[config.mk]
export PLATFORM = sky130hd
export DESIGN_NAME = spi_flash_loader_flat
export DESIGN_NICKNAME = d
export VERILOG_FILES = /design/src/rtl/spi_flash_loader_if.sv /design/src/rtl/spi_flash_loader.sv /design/src/flat_wrapper.sv
export SDC_FILE = /design/constraint.sdc
export NUM_CORES = 1
export LEC_CHECK = 0
export ABC_AREA = 1
export CORE_AREA = 2 2 122 214
export CTS_CLUSTER_DIAMETER = 60
export CTS_CLUSTER_SIZE = 14
export DETAILED_ROUTE_END_ITERATION = 10
export DIE_AREA = 0 0 124 216
export DONT_BUFFER_PORTS = 1
export SLEW_MARGIN = 20
export SYNTH_ARGS = -nofsm -noshare
export SYNTH_HDL_FRONTEND = slang
export SYNTH_SLANG_ARGS = --single-unit
[constraint.sdc]
create_clock -name clk_chipset -period 2.2 [get_ports clk_chipset]
set_input_delay 0.66 -clock clk_chipset [delete_from_list [all_inputs] [get_ports clk_chipset]]
set_output_delay 0.66 -clock clk_chipset [all_outputs]
set_load 0.005 [all_outputs]
[src/rtl/spi_flash_loader_if.sv]
// Board-side pins of the boot loader: SPI flash bus and SRAM write port.
interface spi_flash_loader_if;
    logic        flash_cs_n_o;
    logic        flash_sclk_o;
    logic        flash_mosi_o;
    logic        flash_miso_i;
    logic [20:0] sram_addr_o;
    logic [7:0]  sram_data_o;
    logic        sram_we_n_o;

    modport master (
        output flash_cs_n_o, flash_sclk_o, flash_mosi_o,
        output sram_addr_o, sram_data_o, sram_we_n_o,
        input  flash_miso_i
    );

    modport slave (
        input  flash_cs_n_o, flash_sclk_o, flash_mosi_o,
        input  sram_addr_o, sram_data_o, sram_we_n_o,
        output flash_miso_i
    );
endinterface

[src/rtl/spi_flash_loader.sv]
// Copies a fixed image from SPI flash (READ 03h, mode 0) into 8-bit SRAM,
// holding the system core in reset until the copy is complete.
module spi_flash_loader #(
    parameter logic [23:0] FLASH_ADDR = 24'h100000,
    parameter logic [20:0] SRAM_BASE  = 21'h0F0000,
    parameter int unsigned LENGTH     = 65536,
    parameter int unsigned CLK_DIV    = 2,
    parameter int unsigned STARTUP    = 1000
) (
    input  logic               clk_chipset,
    input  logic               reset_n,
    spi_flash_loader_if.master bus,
    output logic               busy,
    output logic               done,
    output logic               sys_reset_n
);
    typedef enum logic [2:0] {
        S_WAIT,
        S_CMD,
        S_DATA,
        S_WRITE,
        S_DONE
    } state_t;

    localparam logic [31:0] START_CNT = 32'(STARTUP);
    localparam logic [15:0] DIV_MAX   = 16'(CLK_DIV - 1);
    localparam logic [20:0] LEN       = 21'(LENGTH);
    localparam logic [31:0] READ_CMD  = {8'h03, FLASH_ADDR};

    state_t      state;
    state_t      state_nx;
    logic [31:0] wait_cnt;
    logic [31:0] shreg;
    logic [15:0] div_cnt;
    logic [4:0]  bit_cnt;
    logic [1:0]  we_cnt;
    logic [7:0]  rx;
    logic [20:0] byte_cnt;
    logic        cs_n;
    logic        sclk;
    logic        mosi;
    logic        we_n;
    logic [20:0] addr;
    logic [7:0]  data;
    logic        tick;
    logic        rise;
    logic        fall;
    logic        last;

    assign bus.flash_cs_n_o = cs_n;
    assign bus.flash_sclk_o = sclk;
    assign bus.flash_mosi_o = mosi;
    assign bus.sram_addr_o  = addr;
    assign bus.sram_data_o  = data;
    assign bus.sram_we_n_o  = we_n;

    always_ff @(posedge clk_chipset or negedge reset_n) begin
        if (!reset_n) state <= S_WAIT;
        else          state <= state_nx;
    end

    always_comb begin
        tick     = div_cnt == DIV_MAX;
        rise     = tick && !sclk;
        fall     = tick && sclk;
        last     = (byte_cnt + 21'd1) == LEN;
        state_nx = state;
        unique case (state)
            S_WAIT:  if (wait_cnt == START_CNT) state_nx = S_CMD;
            S_CMD:   if (fall && bit_cnt == 5'd31) state_nx = S_DATA;
            S_DATA:  if (fall && bit_cnt == 5'd7) state_nx = S_WRITE;
            S_WRITE: if (we_cnt == 2'd3) state_nx = last ? S_DONE : S_DATA;
            S_DONE:  state_nx = S_DONE;
            default: state_nx = S_WAIT;
        endcase
    end

    always_ff @(posedge clk_chipset or negedge reset_n) begin
        if (!reset_n) begin
            wait_cnt    <= '0;
            shreg       <= '0;
            div_cnt     <= '0;
            bit_cnt     <= '0;
            we_cnt      <= '0;
            rx          <= '0;
            byte_cnt    <= '0;
            cs_n        <= 1'b1;
            sclk        <= 1'b0;
            mosi        <= 1'b0;
            we_n        <= 1'b1;
            addr        <= SRAM_BASE;
            data        <= '0;
            busy        <= 1'b0;
            done        <= 1'b0;
            sys_reset_n <= 1'b0;
        end else begin
            sys_reset_n <= done;
            unique case (state)
                S_WAIT: begin
                    if (state_nx == S_CMD) begin
                        cs_n    <= 1'b0;
                        busy    <= 1'b1;
                        shreg   <= READ_CMD;
                        mosi    <= READ_CMD[31];
                        div_cnt <= '0;
                        bit_cnt <= '0;
                    end else begin
                        wait_cnt <= wait_cnt + 32'd1;
                    end
                end
                S_CMD, S_DATA: begin
                    div_cnt <= tick ? 16'd0 : div_cnt + 16'd1;
                    if (tick) sclk <= ~sclk;
                    if (rise && state == S_DATA) rx <= {rx[6:0], bus.flash_miso_i};
                    // MOSI moves only on falling edges so it is stable while SCLK is high
                    if (fall) begin
                        bit_cnt <= (state_nx != state) ? 5'd0 : bit_cnt + 5'd1;
                        if (state == S_CMD) begin
                            shreg <= shreg << 1;
                            mosi  <= (bit_cnt == 5'd31) ? 1'b0 : shreg[30];
                        end else if (state_nx == S_WRITE) begin
                            data   <= rx;
                            we_cnt <= '0;
                        end
                    end
                end
                S_WRITE: begin
                    we_cnt <= we_cnt + 2'd1;
                    we_n   <= !(we_cnt == 2'd0 || we_cnt == 2'd1);
                    if (we_cnt == 2'd3) begin
                        addr     <= addr + 21'd1;
                        byte_cnt <= byte_cnt + 21'd1;
                        div_cnt  <= '0;
                        bit_cnt  <= '0;
                        if (last) begin
                            cs_n <= 1'b1;
                            busy <= 1'b0;
                            done <= 1'b1;
                        end
                    end
                end
                S_DONE: begin
                    cs_n <= 1'b1;
                    sclk <= 1'b0;
                end
                default: ;
            endcase
        end
    end
endmodule

[src/flat_wrapper.sv]
// flat-port wrapper written by rule: the top's interface ports become plain ports
module spi_flash_loader_flat 
#(
    parameter logic [23:0] FLASH_ADDR = 24'h100000,
    parameter logic [20:0] SRAM_BASE  = 21'h0F0000,
    parameter int unsigned LENGTH     = 65536,
    parameter int unsigned CLK_DIV    = 2,
    parameter int unsigned STARTUP    = 1000
)
  (clk_chipset, reset_n, busy, done, sys_reset_n, bus_flash_cs_n_o, bus_flash_sclk_o, bus_flash_mosi_o, bus_sram_addr_o, bus_sram_data_o, bus_sram_we_n_o, bus_flash_miso_i);
  spi_flash_loader_if bus_i ();
  input  logic clk_chipset;
  input  logic reset_n;
  output logic busy;
  output logic done;
  output logic sys_reset_n;
  output wire logic [$bits(bus_i.flash_cs_n_o)-1:0] bus_flash_cs_n_o;
  output wire logic [$bits(bus_i.flash_sclk_o)-1:0] bus_flash_sclk_o;
  output wire logic [$bits(bus_i.flash_mosi_o)-1:0] bus_flash_mosi_o;
  output wire logic [$bits(bus_i.sram_addr_o)-1:0] bus_sram_addr_o;
  output wire logic [$bits(bus_i.sram_data_o)-1:0] bus_sram_data_o;
  output wire logic [$bits(bus_i.sram_we_n_o)-1:0] bus_sram_we_n_o;
  input wire logic [$bits(bus_i.flash_miso_i)-1:0] bus_flash_miso_i;
  assign bus_flash_cs_n_o = bus_i.flash_cs_n_o;
  assign bus_flash_sclk_o = bus_i.flash_sclk_o;
  assign bus_flash_mosi_o = bus_i.flash_mosi_o;
  assign bus_sram_addr_o = bus_i.sram_addr_o;
  assign bus_sram_data_o = bus_i.sram_data_o;
  assign bus_sram_we_n_o = bus_i.sram_we_n_o;
  assign bus_i.flash_miso_i = bus_flash_miso_i;
  spi_flash_loader #(.FLASH_ADDR(FLASH_ADDR), .SRAM_BASE(SRAM_BASE), .LENGTH(LENGTH), .CLK_DIV(CLK_DIV), .STARTUP(STARTUP)) u_core (.clk_chipset(clk_chipset), .reset_n(reset_n), .bus(bus_i), .busy(busy), .done(done), .sys_reset_n(sys_reset_n));
endmodule
* After elaboration in Yosys (flattened, before gate mapping)
Cells that the tools add are included.
** Cells by class
- Add/sub/neg operators :: 6
- Equality and inequality tests :: 22
- Muxes and demuxes :: 37
- Bitwise gates (word level) :: 3
- Reductions and logical operators :: 29
** Operators with widths (count)
- $mux 31 :: 3
- $pmux 31 s2 :: 1
- $mux 16 :: 3
- $pmux 16 s3 :: 1
- $add 21x1->21 const B :: 2
- $add 32x1->32 const B :: 1
- $eq 32x10->1 const B :: 1
- $reduce_and 4->1 :: 6
- $eq 21x17->1 const B :: 1
- $mux 5 :: 4
- $add 16x1->16 const B :: 1
- $eq 16x1->1 const B :: 1
- $mux 3 :: 5
- $pmux 3 s5 :: 1
- $pmux 5 s3 :: 1
- $ne 2x1->1 const B :: 7
- $mux 1 :: 10
- $eq 3x2->1 const B :: 3
- $reduce_and 2->1 :: 4
- $reduce_bool 2->1 :: 4
- $eq 3x1->1 const B :: 2
- $mux 2 :: 3
- $pmux 1 s2 :: 3
- $reduce_and 3->1 :: 2
- 19 further kinds :: 27
** Storage, ports and cells
- Register bits after elaboration :: 154
- Bits of input ports :: 3

* Logic depth before layout (Yosys ltp)
- Word-level depth :: 10
- Gate-level depth with buffers :: 18
- Gate-level depth less buffers :: 18

* Worst setup path before layout
Ideal clock, no wire load.
- Path type :: register -> register
- Start point :: register u_core.byte_cnt[0]
- End point :: register u_core.bit_cnt[0]
- Setup time :: 118 ps
- Data arrival time :: 2092 ps
- Data required time :: 2082 ps
- Setup slack :: -10 ps
- Stages on the path, launching flop included :: 18
- Buffers on the path :: 1
- Clock period less this slack :: 2210 ps
- Cells stage by stage :: dfrtp_1 > ha_1 > nand2_2 > nor2_8 > nand2_4 > nor2_4 > nand3_1 > nand2_2 > inv_2 > nor2_2 > nand3_2 > nand2_2 > nand3_2 > nand2_4 > buf_8 > nand3_4 > nand2_1 > o21ai_2
** Between the ends
- Word-level cells in the longest chain between the ends :: 9
- Elaborated cells between the ends (all ways) :: 12
- Classes of those cells :: 1 x add/sub; 4 x eq/ne; 6 x mux; 1 x reduce/logical
** Ends and longest elaborated chain
- start, declared :: RTL line spi_flash_loader.sv:38 : logic [20:0] byte_cnt;
- start signal, assigned :: RTL line spi_flash_loader.sv:132 : byte_cnt <= byte_cnt + 21'd1;
- $add 21x1->21 (*) :: RTL line spi_flash_loader.sv:66 : last = (byte_cnt + 21'd1) == LEN;
- $eq 21x17->1 (*) :: RTL line spi_flash_loader.sv:66
- $mux 3 (*) (2 in series) :: RTL line spi_flash_loader.sv:72 : S_WRITE: if (we_cnt == 2'd3) state_nx = last ? S_DONE : S_DATA;
- $pmux 3 s5 (*) :: RTL line spi_flash_loader.sv:68 : unique case (state)
- $ne 3x3->1 :: RTL line spi_flash_loader.sv:117 : bit_cnt <= (state_nx != state) ? 5'd0 : bit_cnt + 5'd1;
- $mux 5 :: RTL line spi_flash_loader.sv:117
- $mux 5 :: RTL line spi_flash_loader.sv:116 : if (fall) begin
- $pmux 5 s3 :: RTL line spi_flash_loader.sv:98 : unique case (state)
- end signal, assigned :: RTL line spi_flash_loader.sv:117
- end, declared :: RTL line spi_flash_loader.sv:35 : logic [4:0] bit_cnt;
Every way passes the cells marked *; elsewhere a longest branch is shown, timed or not. The select of a mux whose other input is x is not followed.
A chain may end at the register's enable or synchronous reset.

* Final worst setup path
- Start point :: register u_core.byte_cnt[1]
- End point :: register u_core.wait_cnt[13]
** Between the ends
- Word-level cells in the longest chain between the ends :: 8
** Ends and longest elaborated chain
- $add 21x1->21 :: RTL line spi_flash_loader.sv:66
- $eq 21x17->1 :: RTL line spi_flash_loader.sv:66
- $mux 3 (2 in series) :: RTL line spi_flash_loader.sv:72
- $pmux 3 s5 :: RTL line spi_flash_loader.sv:68
- $eq 3x1->1 :: RTL line spi_flash_loader.sv:100 : if (state_nx == S_CMD) begin
- $not 1->1 (no source line)
- $reduce_and 2->1 (no source line)
- end signal, assigned :: RTL line spi_flash_loader.sv:108 : wait_cnt <= wait_cnt + 32'd1;
- end, declared :: RTL line spi_flash_loader.sv:32 : logic [31:0] wait_cnt;
Every way passes these cells.

==> impl_metrics.json <==
{
  "outcome": "finished, violations left",
  "violations": "negative hold slack, negative setup slack",
  "required_ns": 2.56,
  "finalPower_w": 0.005484,
  "combPwrFrac_pct": 0,
  "synth_area_per_cell_um2": 7.795,
  "cts.sinks": 134,
  "cts-buffers-inserted": 17,
  "drtIter0Drc": 332,
  "rows": 77,
  "power.switching_w": 0.001201,
  "tightest_slew_ns": 0.9428,
  "avgRoutedWirePerCell_um": 13.89,
  "p_int_w": 0.004283,
  "drc": 0,
  "synth_cells": 953,
  "fin_crit_sh_pct": 108.6,
  "grtUsageTotal_pct": 15.21,
  "slowest_delay_ns": 0.40,
  "crit_path_max_fanout": 17,
  "p_leak_nw": 4.409,
  "synth_fa_ha_area_share_pct": 1.853,
  "seqPwrFrac_pct": 45.0,
  "syn_nets": 967,
  "synthMuxAreaShare_pct": 0.3032,
  "yosys_warnings": 0,
  "drtPass1Iterations": 5,
  "grt_antenna_before_repair": 0,
  "cts.clk_slew.worst_paths_ns": 0.06,
  "fin_ws_ns": -0.1892,
  "arrival_ns": 2.75,
  "grt_pass1_wl_um": 31850,
  "hold_viol": 128,
  "ant_nets": 0,
  "gp_congestion": 0.9264,
  "sw_frac_of_total_pct": 21.89,
  "yosysTopAreaCellShare_pct": 43.12,
  "routed_via_density": 4.693,
  "initial_core_util_pct": 29.66,
  "synth_cell_types": 38,
  "synth-seq-cells": 134,
  "slew_violations": 0,
  "cp_slowest_cell": "dfrtp_1",
  "dieArea_um2": 26780,
  "finClkSkew_ns": 0.009033,
  "crit_start": "u_core.byte_cnt[1]$_DFFE_PN0P_",
  "synth-compound-area-share_pct": 7.293,
  "drv_cap": 0,
  "ys_seq_area_share_pct": 45.24,
  "fmax_ghz": 0.4185,
  "finalSetupViolCount": 67,
  "grt_start_max_net_pins": 135,
  "critPathKind": "flop to flop",
  "synth_top_family_by_area": "simple AND/OR/NAND/NOR gates",
  "h-tree-depth": 4,
  "synth_top_flop_cell": "dfrtp_1",
  "synth-edff-count": 0,
  "yosys.area_share.simple_pct": 31.48,
  "synth_area_leaders": "dfrtp_1, nand2_1, inv_1",
  "grt_pass1_vias": 6894,
  "globalRouteOverflowTotal": 0,
  "drt-total-wl_um": 19700,
  "nFillCells": 2558,
  "power.density_nw_per_um2": 566.1,
  "hold_class": "primary input to asynchronous set/reset pin",
  "p_clk_share_pct": 55.0,
  "cts_tree": "yes",
  "start_kind": "flop",
  "cp-end-kind": "flop",
  "synth_top_area_cell": "dfrtp_1",
  "layout_min_cycle_time_ns": 2.389,
  "port_buffers": 0,
  "fp.dieH_um": 216,
  "relSlewSlack_pct": 36.91,
  "syn2layout_area_growth_pct": 30.42,
  "ios": 39,
  "die_w_um": 124,
  "ir_worst_vdd_v": 0.0004597,
  "path_cells": "ha_4 -> nand2_4 -> nor2_8 -> nand3_4 -> nor2_2 -> nor2_1 -> nor2_1 -> nand2_1 -> nor2_2 -> nand3_2 -> nand2_2 -> nand3_4 -> nand2_8 -> buf_8 -> o21ai_0 -> nand2_1",
  "rr_startpoint": "u_core.byte_cnt[1]$_DFFE_PN0P_",
  "async_flop_share_pct": 100.0,
  "hold_slack_ns": -0.06855,
  "synth_xor_area_share_pct": 6.838,
  "core_area_um2": 25050,
  "num_vias": 6655,
  "clockBufferDepth": 2,
  "cts_root_buf": "clkbuf_16",
  "drive_above_1_share_pct": 24.23,
  "nNetsFinal": 1103,
  "n_antenna_cell": 0,
  "clk_latency_ns": 0.43,
  "rsz0062_at_grt": "yes",
  "hpwl_um": 14250,
  "syn_area_um2": 7428
}
worst max-delay path, delay by kind of cell, from the launching register on:
kind,cells,cell delay [ns]
buf+inv,1,0.18
flops,1,0.40
compound gates,1,0.11
simple gates,13,1.43
fa+ha+maj,1,0.18
placed cells by master, fill, tap and decap left out, types with 5 or more instances in the layout:
cell,Yosys,layout
dfstp_2,6,6
nand4_1,32,32
buf_4,0,124
o21ai_0,57,49
inv_6,0,6
o21ai_1,29,36
nand3_1,43,34
nor3_1,20,19
clkbuf_16,0,17
xor2_1,43,43
a21oi_2,3,5
nor4_1,11,11
nand3_2,3,6
inv_1,107,104
nand2_2,9,22
nor2_1,89,75
inv_2,3,6
dfrtp_1,128,125
nor2_4,5,12
xnor2_1,15,15
nand3_4,3,11
nor2_2,9,16
ha_1,11,9
nand2_1,285,270
final cells by class:
class / instances / area, um2 / area share (%)
multi-input cells: 696 / 3887 / 40.13
clock buffers: 18 / 429.2 / 4.430
inverters: 111 / 432.9 / 4.469
repair buffers: 129 / 991.0 / 10.23
clock inverters: 14 / 187.7 / 1.937
flip-flops and latches: 134 / 3364 / 34.73
well taps: 316 / 395.4 / 4.081
cell usage after synthesis (6+ instances only):
master / count
a21oi_1: 6
dfrtp_1: 128
nor3_1: 20
nor2_2: 9
nand2_1: 285
nand2_2: 9
dfstp_2: 6
o21ai_1: 29
ha_1: 11
o21ai_0: 57
xnor2_1: 15
nor2_1: 89
nor4_1: 11
inv_1: 107
nand4_1: 32
nand3_1: 43
xor2_1: 43
clkbuf_1: 6
power groups by stage:
stage               clock network [W]   logic [W]  registers [W]
floorplan                           0  0.00000120        0.00251
global placement                    0  0.00000142        0.00251
detailed placement                  0  0.00000146        0.00251
CTS                           0.00309  0.00000148        0.00247
global route                  0.00319  0.00000170        0.00246
finish                        0.00302  0.00000143        0.00247
logic make-up (layout without fill, tap and decap cells):
family / after synthesis / in the layout
DFF: 134 / 134
AOI/OAI and AO/OA: 102 / 102
and+or+nand+nor: 519 / 523
xor gates and xnor gates: 58 / 58
buffers and inverters: 127 / 272
adders and majority gates: 11 / 11
muxes: 2 / 2
through the flow:
stage	area, um2	utilization (%)	cells	worst slack, ns	setup TNS (ns)
after detailed placement	8597	34.32	1369	-0.2917	-12.53
after global placement	8597	34.32	1369	-0.2105	-7.961
after CTS	9363	37.38	1405	-0.2155	-12.13
after global routing	9688	38.68	1418	-0.3586	-21.91
after floorplan	7431	-	953	0.003521	0
final	9688	38.68	1418	-0.1892	-8.819
sequential cells by signal, indices dropped and copies added, names as in the netlist, 2 cells and up:
signal                  cells
u_core.shreg               11
u_core.byte_cnt            21
u_core.state                3
u_core.div_cnt             16
u_core.bit_cnt              5
u_core.bus.sram_addr_o     21
u_core.we_cnt               2
u_core.wait_cnt            32
u_core.rx                   8
u_core.bus.sram_data_o      8
routing by layer:
| metal | vias up | global-route usage (%) | routed length (um) |
|---|---|---|---|
| met3 | 58 | 3.303 | 644 |
| met1 | 3114 | 14.95 | 7259 |
| met4 | 0 | 8.839 | 938 |
| met2 | 136 | 28.30 | 10860 |
| li1 | 3347 | - | - |
| met5 | - | 0 | 0 |
repair_timing:
item / CTS / global route
endpoints found under the setup margin: 70 / 77
setup buffers: 3 / 10
gates cloned: 1 / 3
pin swaps: 14 / 22
gates resized for setup: 26 / 65
endpoints found under the hold margin: 128 / 128
worst paths after layout:
path	endpoint	slack, ns	cells past startpoint
worst max register to register	u_core.wait_cnt[13]$_DFFE_PN0P_	-0.19	16
worst min-delay path	u_core.shreg[20]$_DFFE_PN0P_	-0.07	0
worst max-delay path	u_core.wait_cnt[13]$_DFFE_PN0P_	-0.19	16
min in group clk_chipset	u_core.rx[0]$_DFFE_PN0P_	0.38	1
worst min register to register	u_core.shreg[30]$_DFFE_PN0P_	0.47	2
max in group asynchronous	u_core.bus.sram_addr_o[17]$_DFFE_PN1P_	1.99	0
No activity file was read; power rests on OpenSTA's default activity.
